$ cat src/rtl/clock_display_pkg.sv
// clock_display_pkg
// Shared constants for the multiplexed HH.MM.SS display: digit count,
// 7-segment codes ({g,f,e,d,c,b,a}, 1 = lit) and legal field limits.
// No ports.
package clock_display_pkg;

   localparam int NUM_DIGITS = 6;

   localparam logic [6:0] SEG_DIGIT [0:9] = '{
      7'h3F, 7'h06, 7'h5B, 7'h4F, 7'h66,
      7'h6D, 7'h7D, 7'h07, 7'h7F, 7'h6F
   };
   localparam logic [6:0] SEG_DASH  = 7'b1000000;
   localparam logic [6:0] SEG_BLANK = 7'b0000000;

   localparam logic [5:0] SEC_MAX = 6'd59;
   localparam logic [5:0] MIN_MAX = 6'd59;
   localparam logic [5:0] HR_MAX  = 6'd23;

   // BCD digit to segment code; non-decimal codes go dark.
   function automatic logic [6:0] seg_code(input logic [3:0] d);
      if (d < 4'd10) return SEG_DIGIT[d];
      return SEG_BLANK;
   endfunction

endpackage

$ cat src/rtl/clock_display_mux_bin2_to_bcd.sv
// bin2_to_bcd
// Combinational 6-bit binary to two BCD digits using a restoring
// compare/subtract chain (40, 20, 10), plus an out-of-range flag.
// Ports:
//   value  in  6  binary field value
//   limit  in  6  largest legal value of this field
//   tens   out 4  value / 10 (0..6)
//   ones   out 4  value % 10
//   over   out 1  value > limit
module bin2_to_bcd (
   input  logic [5:0] value,
   input  logic [5:0] limit,
   output logic [3:0] tens,
   output logic [3:0] ones,
   output logic       over
);

   logic [5:0] rem;

   always_comb begin
      rem  = value;
      tens = 4'd0;
      if (rem >= 6'd40) begin
         rem  = rem - 6'd40;
         tens = tens + 4'd4;
      end
      if (rem >= 6'd20) begin
         rem  = rem - 6'd20;
         tens = tens + 4'd2;
      end
      if (rem >= 6'd10) begin
         rem  = rem - 6'd10;
         tens = tens + 4'd1;
      end
      ones = rem[3:0];
      over = (value > limit);
   end

endmodule

$ cat src/rtl/clock_display_mux.sv
// clock_display_mux
// Scans a 6-digit multiplexed 7-segment display showing HH.MM.SS. The
// time is snapshotted once per scan frame so a frame never mixes two
// different times.
// Optional build macro: CLOCK_DISPLAY_12H_EN selects 12-hour display with
// a PM indicator on the decimal point of digit 0.
// Ports:
//   clock        in  1  system clock
//   reset        in  1  asynchronous, active-high
//   sec          in  6  binary seconds (0..59)
//   min          in  6  binary minutes (0..59)
//   hr           in  5  binary hours   (0..23)
//   seg          out 7  segments {g,f,e,d,c,b,a}
//   dp           out 1  decimal point of the enabled digit
//   an           out 6  one-hot digit enable, an[0] = sec ones
//   frame_start  out 1  pulse on the cycle the snapshot is taken
module clock_display_mux
   import clock_display_pkg::*;
#(
   parameter int SCAN_DIV       = 1000,
   parameter bit SEG_ACTIVE_LOW = 1'b0
) (
   input  logic                  clock,
   input  logic                  reset,
   input  logic [5:0]            sec,
   input  logic [5:0]            min,
   input  logic [4:0]            hr,
   output logic [6:0]            seg,
   output logic                  dp,
   output logic [NUM_DIGITS-1:0] an,
   output logic                  frame_start
);

   localparam int PW = (SCAN_DIV > 1) ? $clog2(SCAN_DIV) : 1;

   logic [PW-1:0] prescale_reg;
   logic [2:0]    index_reg;
   logic          load_pending_reg;
   logic [5:0]    snap_sec_reg;
   logic [5:0]    snap_min_reg;
   logic [4:0]    snap_hr_reg;

   logic tc;
   logic take;

   assign tc   = (prescale_reg == PW'(SCAN_DIV - 1));
   assign take = load_pending_reg | (tc & (index_reg == 3'd5));

   // load_pending_reg resets to 1, so the pulse is masked while in reset.
   assign frame_start = take & ~reset;

   always_ff @(posedge clock or posedge reset) begin
      if (reset) begin
         prescale_reg     <= '0;
         index_reg        <= 3'd0;
         load_pending_reg <= 1'b1;
         snap_sec_reg     <= '0;
         snap_min_reg     <= '0;
         snap_hr_reg      <= '0;
      end else begin
         load_pending_reg <= 1'b0;
         if (tc) begin
            prescale_reg <= '0;
            index_reg    <= (index_reg == 3'd5) ? 3'd0 : index_reg + 3'd1;
         end else begin
            prescale_reg <= prescale_reg + PW'(1);
         end
         if (take) begin
            snap_sec_reg <= sec;
            snap_min_reg <= min;
            snap_hr_reg  <= hr;
         end
      end
   end

   // On the very first frame the snapshot register is still loading while
   // digit 0 is being registered, so bypass it with the live inputs.
   logic [5:0] src_sec;
   logic [5:0] src_min;
   logic [4:0] src_hr;

   assign src_sec = load_pending_reg ? sec : snap_sec_reg;
   assign src_min = load_pending_reg ? min : snap_min_reg;
   assign src_hr  = load_pending_reg ? hr  : snap_hr_reg;

   logic [4:0] hour_disp;
   logic       pm;

`ifdef CLOCK_DISPLAY_12H_EN
   // Out-of-range hours pass through unchanged so the converter still
   // flags them and shows dashes.
   always_comb begin
      hour_disp = src_hr;
      if (src_hr == 5'd0)
         hour_disp = 5'd12;
      else if ((src_hr > 5'd12) && ({1'b0, src_hr} <= HR_MAX))
         hour_disp = src_hr - 5'd12;
      pm = (src_hr >= 5'd12) && ({1'b0, src_hr} <= HR_MAX);
   end
`else
   assign hour_disp = src_hr;
   assign pm        = 1'b0;
`endif

   // Field 0 = sec, 1 = min, 2 = hr; field f drives digits 2f (ones) and
   // 2f+1 (tens).
   logic [5:0] field_val [3];
   logic [5:0] field_lim [3];
   logic [3:0] field_tens [3];
   logic [3:0] field_ones [3];
   logic [2:0] field_over;
   logic [6:0] digit_seg [NUM_DIGITS];

   assign field_val[0] = src_sec;
   assign field_val[1] = src_min;
   assign field_val[2] = {1'b0, hour_disp};
   assign field_lim[0] = SEC_MAX;
   assign field_lim[1] = MIN_MAX;
   assign field_lim[2] = HR_MAX;

   genvar gi;
   generate
      for (gi = 0; gi < 3; gi++) begin : g_field
         bin2_to_bcd u_conv (
            .value (field_val[gi]),
            .limit (field_lim[gi]),
            .tens  (field_tens[gi]),
            .ones  (field_ones[gi]),
            .over  (field_over[gi])
         );
         assign digit_seg[2*gi]   = field_over[gi] ? SEG_DASH : seg_code(field_ones[gi]);
         assign digit_seg[2*gi+1] = field_over[gi] ? SEG_DASH : seg_code(field_tens[gi]);
      end
   endgenerate

   logic [6:0]            seg_next;
   logic                  dp_next;
   logic [NUM_DIGITS-1:0] an_next;

   always_comb begin
      seg_next = SEG_BLANK;
      case (index_reg)
         3'd0:    seg_next = digit_seg[0];
         3'd1:    seg_next = digit_seg[1];
         3'd2:    seg_next = digit_seg[2];
         3'd3:    seg_next = digit_seg[3];
         3'd4:    seg_next = digit_seg[4];
         3'd5:    seg_next = digit_seg[5];
         default: seg_next = SEG_BLANK;
      endcase
      an_next = NUM_DIGITS'(1) << index_reg;
      // Separators follow MM (digit 2) and HH (digit 4); digit 0 carries PM.
      dp_next = (index_reg == 3'd2) || (index_reg == 3'd4) ||
                ((index_reg == 3'd0) && pm);
   end

   logic [6:0]            seg_reg;
   logic                  dp_reg;
   logic [NUM_DIGITS-1:0] an_reg;

   always_ff @(posedge clock or posedge reset) begin
      if (reset) begin
         seg_reg <= '0;
         dp_reg  <= 1'b0;
         an_reg  <= '0;
      end else begin
         seg_reg <= seg_next;
         dp_reg  <= dp_next;
         an_reg  <= an_next;
      end
   end

   assign seg = SEG_ACTIVE_LOW ? ~seg_reg : seg_reg;
   assign dp  = SEG_ACTIVE_LOW ? ~dp_reg  : dp_reg;
   assign an  = SEG_ACTIVE_LOW ? ~an_reg  : an_reg;

endmodule

$ cat config.mk
export PLATFORM = sky130hd
export DESIGN_NAME = clock_display_mux
export DESIGN_NICKNAME = d
export VERILOG_FILES = /design/src/rtl/clock_display_pkg.sv /design/src/rtl/clock_display_mux_bin2_to_bcd.sv /design/src/rtl/clock_display_mux.sv
export SDC_FILE = /design/constraint.sdc
export NUM_CORES = 1
export LEC_CHECK = 0
export ABC_AREA = 1
export BUFFER_PORTS_ARGS = -buffer_cell sky130_fd_sc_hd__buf_4
export CORE_ASPECT_RATIO = 1.1
export CORE_UTILIZATION = 55
export CTS_BUF_LIST = sky130_fd_sc_hd__clkbuf_16
export DETAILED_ROUTE_END_ITERATION = 7
export GPL_TIMING_DRIVEN = 0
export HOLD_SLACK_MARGIN = 0.1
export PLACE_DENSITY = 0.8
export SYNTH_ARGS = -nofsm -noshare
export SYNTH_HDL_FRONTEND = slang
export SYNTH_SLANG_ARGS = --single-unit
$ cat constraint.sdc
create_clock -name clock -period 3.3 [get_ports clock]
set_clock_uncertainty 0.05 [all_clocks]
set_input_delay 0.33 -clock clock [delete_from_list [all_inputs] [get_ports clock]]
set_output_delay 0.33 -clock clock [all_outputs]
set_load 0.05 [all_outputs]
==> summary.md <==
| Metric | Value |
|---|---|
| Run status | finished with violations |
| Violations in the final reports | setup timing |
| Post-route non-filler standard cell count | 702 |
| Placed cell count | 652 |
| CP Max Fanout | 8 |
| Finished layout cell area | 0.00541 sq mm |
| Number of I/O pins | 34 |
| Critical path capture point type | register |
| Average routed wire per standard cell | 16.5 microns |
| Dominant combinational cell family by area after synthesis | simple AND/OR/NAND/NOR gates |
| Post-detailed-route DRC marker count | 0 |
| Detailed-route wire length | 11600 microns |
| Worst min path class | in2reg |
| Synthesized-area fraction occupied by ao, oa, aoi and oai cells | 11.9% |
| Number of buffers and inverters on the critical path | 5 |
| Arithmetic-cell share of the synthesized area counting full adders, half adders and majority gates | 11.6% |
| Synth Area per Inst | 7.47 sq um |
| Layout cells sized above 1 | 39.7% |
| Simple-gate area share of the yosys netlist | 35.9% |
| Number of diodes | 0 |
| Sinks on Clock Net | 45 |
| Count of TritonRoute iterations in the first routing pass | 5 |
| Overall via count from detail_route | 4043 |
| Count of nets after finishing | 672 |
| Maximum buffer depth of the clock tree | 2 |
| Family with the most delay on the worst path | simple AND/OR/NAND/NOR gates |
| Max incr delay on CP | 0.53 ns |
| Unrepaired setup endpoints after global routing | yes |
| Proportion of synthesized chip area in sequential cells | 28.3% |
| Final worst-path cycle share | 107% |
| Post-synthesis instance area | 0.00398 sq mm |
| DP Wirelength | 6750 microns |
| Final number of setup-violating endpoints | 7 |
| DRC violation total after the first TritonRoute iteration | 355 |
| CTS tree | yes |
| Remaining global-route overflow | 0 |
| Number of nets produced by synthesis | 589 |
| Startpoint Class | register |
| Total Die Area | 0.00759 sq mm |
| Required time at the worst-slack endpoint | 3.41 ns |
| Final critical-path required period | 3.52 ns |
| Root cell of the clock tree | sky130_fd_sc_hd__clkbuf_16 |
| Vias in the first global route | 3668 |
| Maximum VDD drop | 477 uV |
| Slew @ Worst Pin | 1.03 ns |
| IO Port Bufs | 33 |
| Global routing met2 resource utilization | 46.5% |
| Max-Slew Margin vs Limit | 30.9% |
| Synth Register Bits | 45 |
| Met1 GRT Util | 29.6% |
| Leakage power total | 0.00267 uW |
| Power density over the cells | 547 mW/mm^2 |
| CTS H-Tree Depth | 2 |
| Total placed instance area | 0.00438 sq mm |
| Critical path data arrival time | 3.64 ns |
| Post-route ant nets | 0 |
| Slack of the critical path | -0.222 ns |
| Antenna violations before repair | 0 |
| Cell type of the slowest stage on the worst timing path | sky130_fd_sc_hd__dfstp_2 |
| First-pass GRT wire length | 15900 microns |
| Clk slew on worst S/H paths | 0.07 ns |
| Post-Synthesis Cells | 533 |
| Grt met3 use | 2.91% |
| Max Cap Viol | 0 |
| Share of the core filled with cells in the final layout | 77.2% |
| Share of synthesized area spent on multiplexers | 0.251% |
| Peak Freq | 0.284 GHz |
| Die Y-Extent | 91.3 microns |
| Ys async rst share | 100% |
| Area inside the core boundary | 0.00701 sq mm |
| FP Rows | 32 |
| Number of warnings printed during yosys synthesis | 0 |
| Unique masters post-synth | 49 |
| Setup slack at placement | -0.442 ns |
| Class of the most critical setup path | reg2reg |
| Largest net degree at the start of global routing | 37 |
| Number of buffers inserted during clock tree synthesis | 5 |
| Die width | 83.1 microns |
| Initial core utilization | 56.9% |
| Predominant post-synthesis flop cell | sky130_fd_sc_hd__dfrtp_1 |
| Number of hold violations in the final report | 0 |
| Final number of max-transition violations | 0 |
| Clock latency on the worst-skew pair | 0.29 ns |
| Global routing usage summed across all routing layers | 25.3% |
| Area delta synth->final | 35.8% |
| Detail-routed via count per cell | 5.76 |
| Xor and xnor fraction of the mapped netlist area | 3.17% |
| Number of flops mapped to enable cells by yosys | 0 |
| RePlAce Congestion | 0.947 |
| Number of flip-flops in the largest register | 10 |
| Top Usage Layer GRT | met2 |
[timing repair]
item	CTS	global route
setup buffers	19	21
resized for setup	30	86
setup endpoints to repair	7	7
pin swaps	15	48
hold buffers	1	0
gates cloned	0	1
endpoints found under the hold margin	8	0
[per-layer routing]
metal | share of wire (%) | wire (microns)
met2 | 51 | 5850
met4 | 5.5 | 633
met3 | 5.3 | 614
met1 | 39 | 4470
met5 | 0 | 0
[power breakdown]
part | total (uW) | leakage [uW] | switching, uW | internal, uW
registers | 640 | 0.000560 | 23.2 | 617
clock network | 511 | 0.0000702 | 229 | 282
logic | 1810 | 0.00204 | 1130 | 678
total | 2960 | 0.00267 | 1380 | 1580
[layout by cell type (no fill, tap or decap), drive strengths merged]
cell type    count
a21oi           14
a221oi           1
dfstp            1
xor2             9
buf             78
and2             3
clkbuf           9
conb             1
a211oi           2
o211ai           7
o21a             2
or2              4
mux2i            1
o311ai           1
clkinv           2
nor3b            1
o21bai           1
nand4            3
o21ai           36
o2111ai          1
dlygate4sd3      1
nor3             9
o22ai            1
nor2            34
nand2          183
a31oi            2
nor4             4
nand3b           3
nand3           40
ha              37
xnor2            2
o221ai           1
o31ai            1
dfrtp           44
clkinvlp         1
inv             77
[path summary, 6_finish.rpt]
| check | from | end | slack, ns | cells past startpoint |
|---|---|---|---|---|
| max | load_pending_reg | seg[5] | -0.22 | 26 |
| max in group asynchronous | reset | dp | 2.22 | 4 |
| min in group asynchronous | reset | snap_sec_reg[0] | 0.51 | 3 |
| max reg2reg | load_pending_reg | seg[5] | -0.22 | 26 |
| min reg2reg | prescale_reg[0] | prescale_reg[0] | 0.41 | 1 |
| min | min[2] | snap_min_reg[2] | 0.19 | 3 |
[layout make-up]
cell class / instances / area [sq um]
timing repair buffer: 75 / 602
multi-input combinational: 404 / 3060
tap: 85 / 106
fill: 414 / 1600
inverter: 77 / 297
clock buffer: 5 / 125
sequential: 45 / 1130
clock inverter: 3 / 21.3
buffer: 8 / 72.6
[synthesized netlist by cell type, types with 5 or more instances]
cell                         n  area [sq um]
sky130_fd_sc_hd__nand2_1   139           522
sky130_fd_sc_hd__inv_1      65           244
sky130_fd_sc_hd__dfrtp_1    44          1100
sky130_fd_sc_hd__ha_1       37           463
sky130_fd_sc_hd__nand3_1    36           180
sky130_fd_sc_hd__nor2_1     30           113
sky130_fd_sc_hd__nand2_2    24           150
sky130_fd_sc_hd__nand2_4    19           214
sky130_fd_sc_hd__o21ai_0    16          80.1
sky130_fd_sc_hd__a21oi_1    14          70.1
sky130_fd_sc_hd__inv_2      11          41.3
sky130_fd_sc_hd__o21ai_1    11          55.1
sky130_fd_sc_hd__nor3_1      9          45.0
sky130_fd_sc_hd__o211ai_1    7          52.6
sky130_fd_sc_hd__xor2_1      6          52.6
sky130_fd_sc_hd__o21ai_2     5          43.8
[cell families (layout without fill, tap and decap cells)]
family	Yosys count	in the layout
AO/OA/AOI/OAI	70	70
multiplexers	1	1
flip-flops	45	45
adder cells (fa/ha/maj)	37	37
buffers and inverters	85	168
AND/OR/NAND/NOR	283	284
XOR/XNOR	11	11
other	1	1
[worst min-delay path, cell delays in order]
cell and delay [ns]:
sky130_fd_sc_hd__buf_4 0.08, sky130_fd_sc_hd__nand2_1 0.04, sky130_fd_sc_hd__nand2_1 0.04
[through the flow]
step           TNS [ns]  hold WS, ns  total power (uW)
2_1_floorplan         0        0.383              1650
3_3_place_gp      -1.88        0.394              1870
3_5_place_dp      -2.41        0.232              1920
4_1_cts               0        0.191              2550
5_1_grt           -1.82        0.214              3110
6_report         -0.808        0.189              2960
No activity file was read; power rests on OpenSTA's default activity.
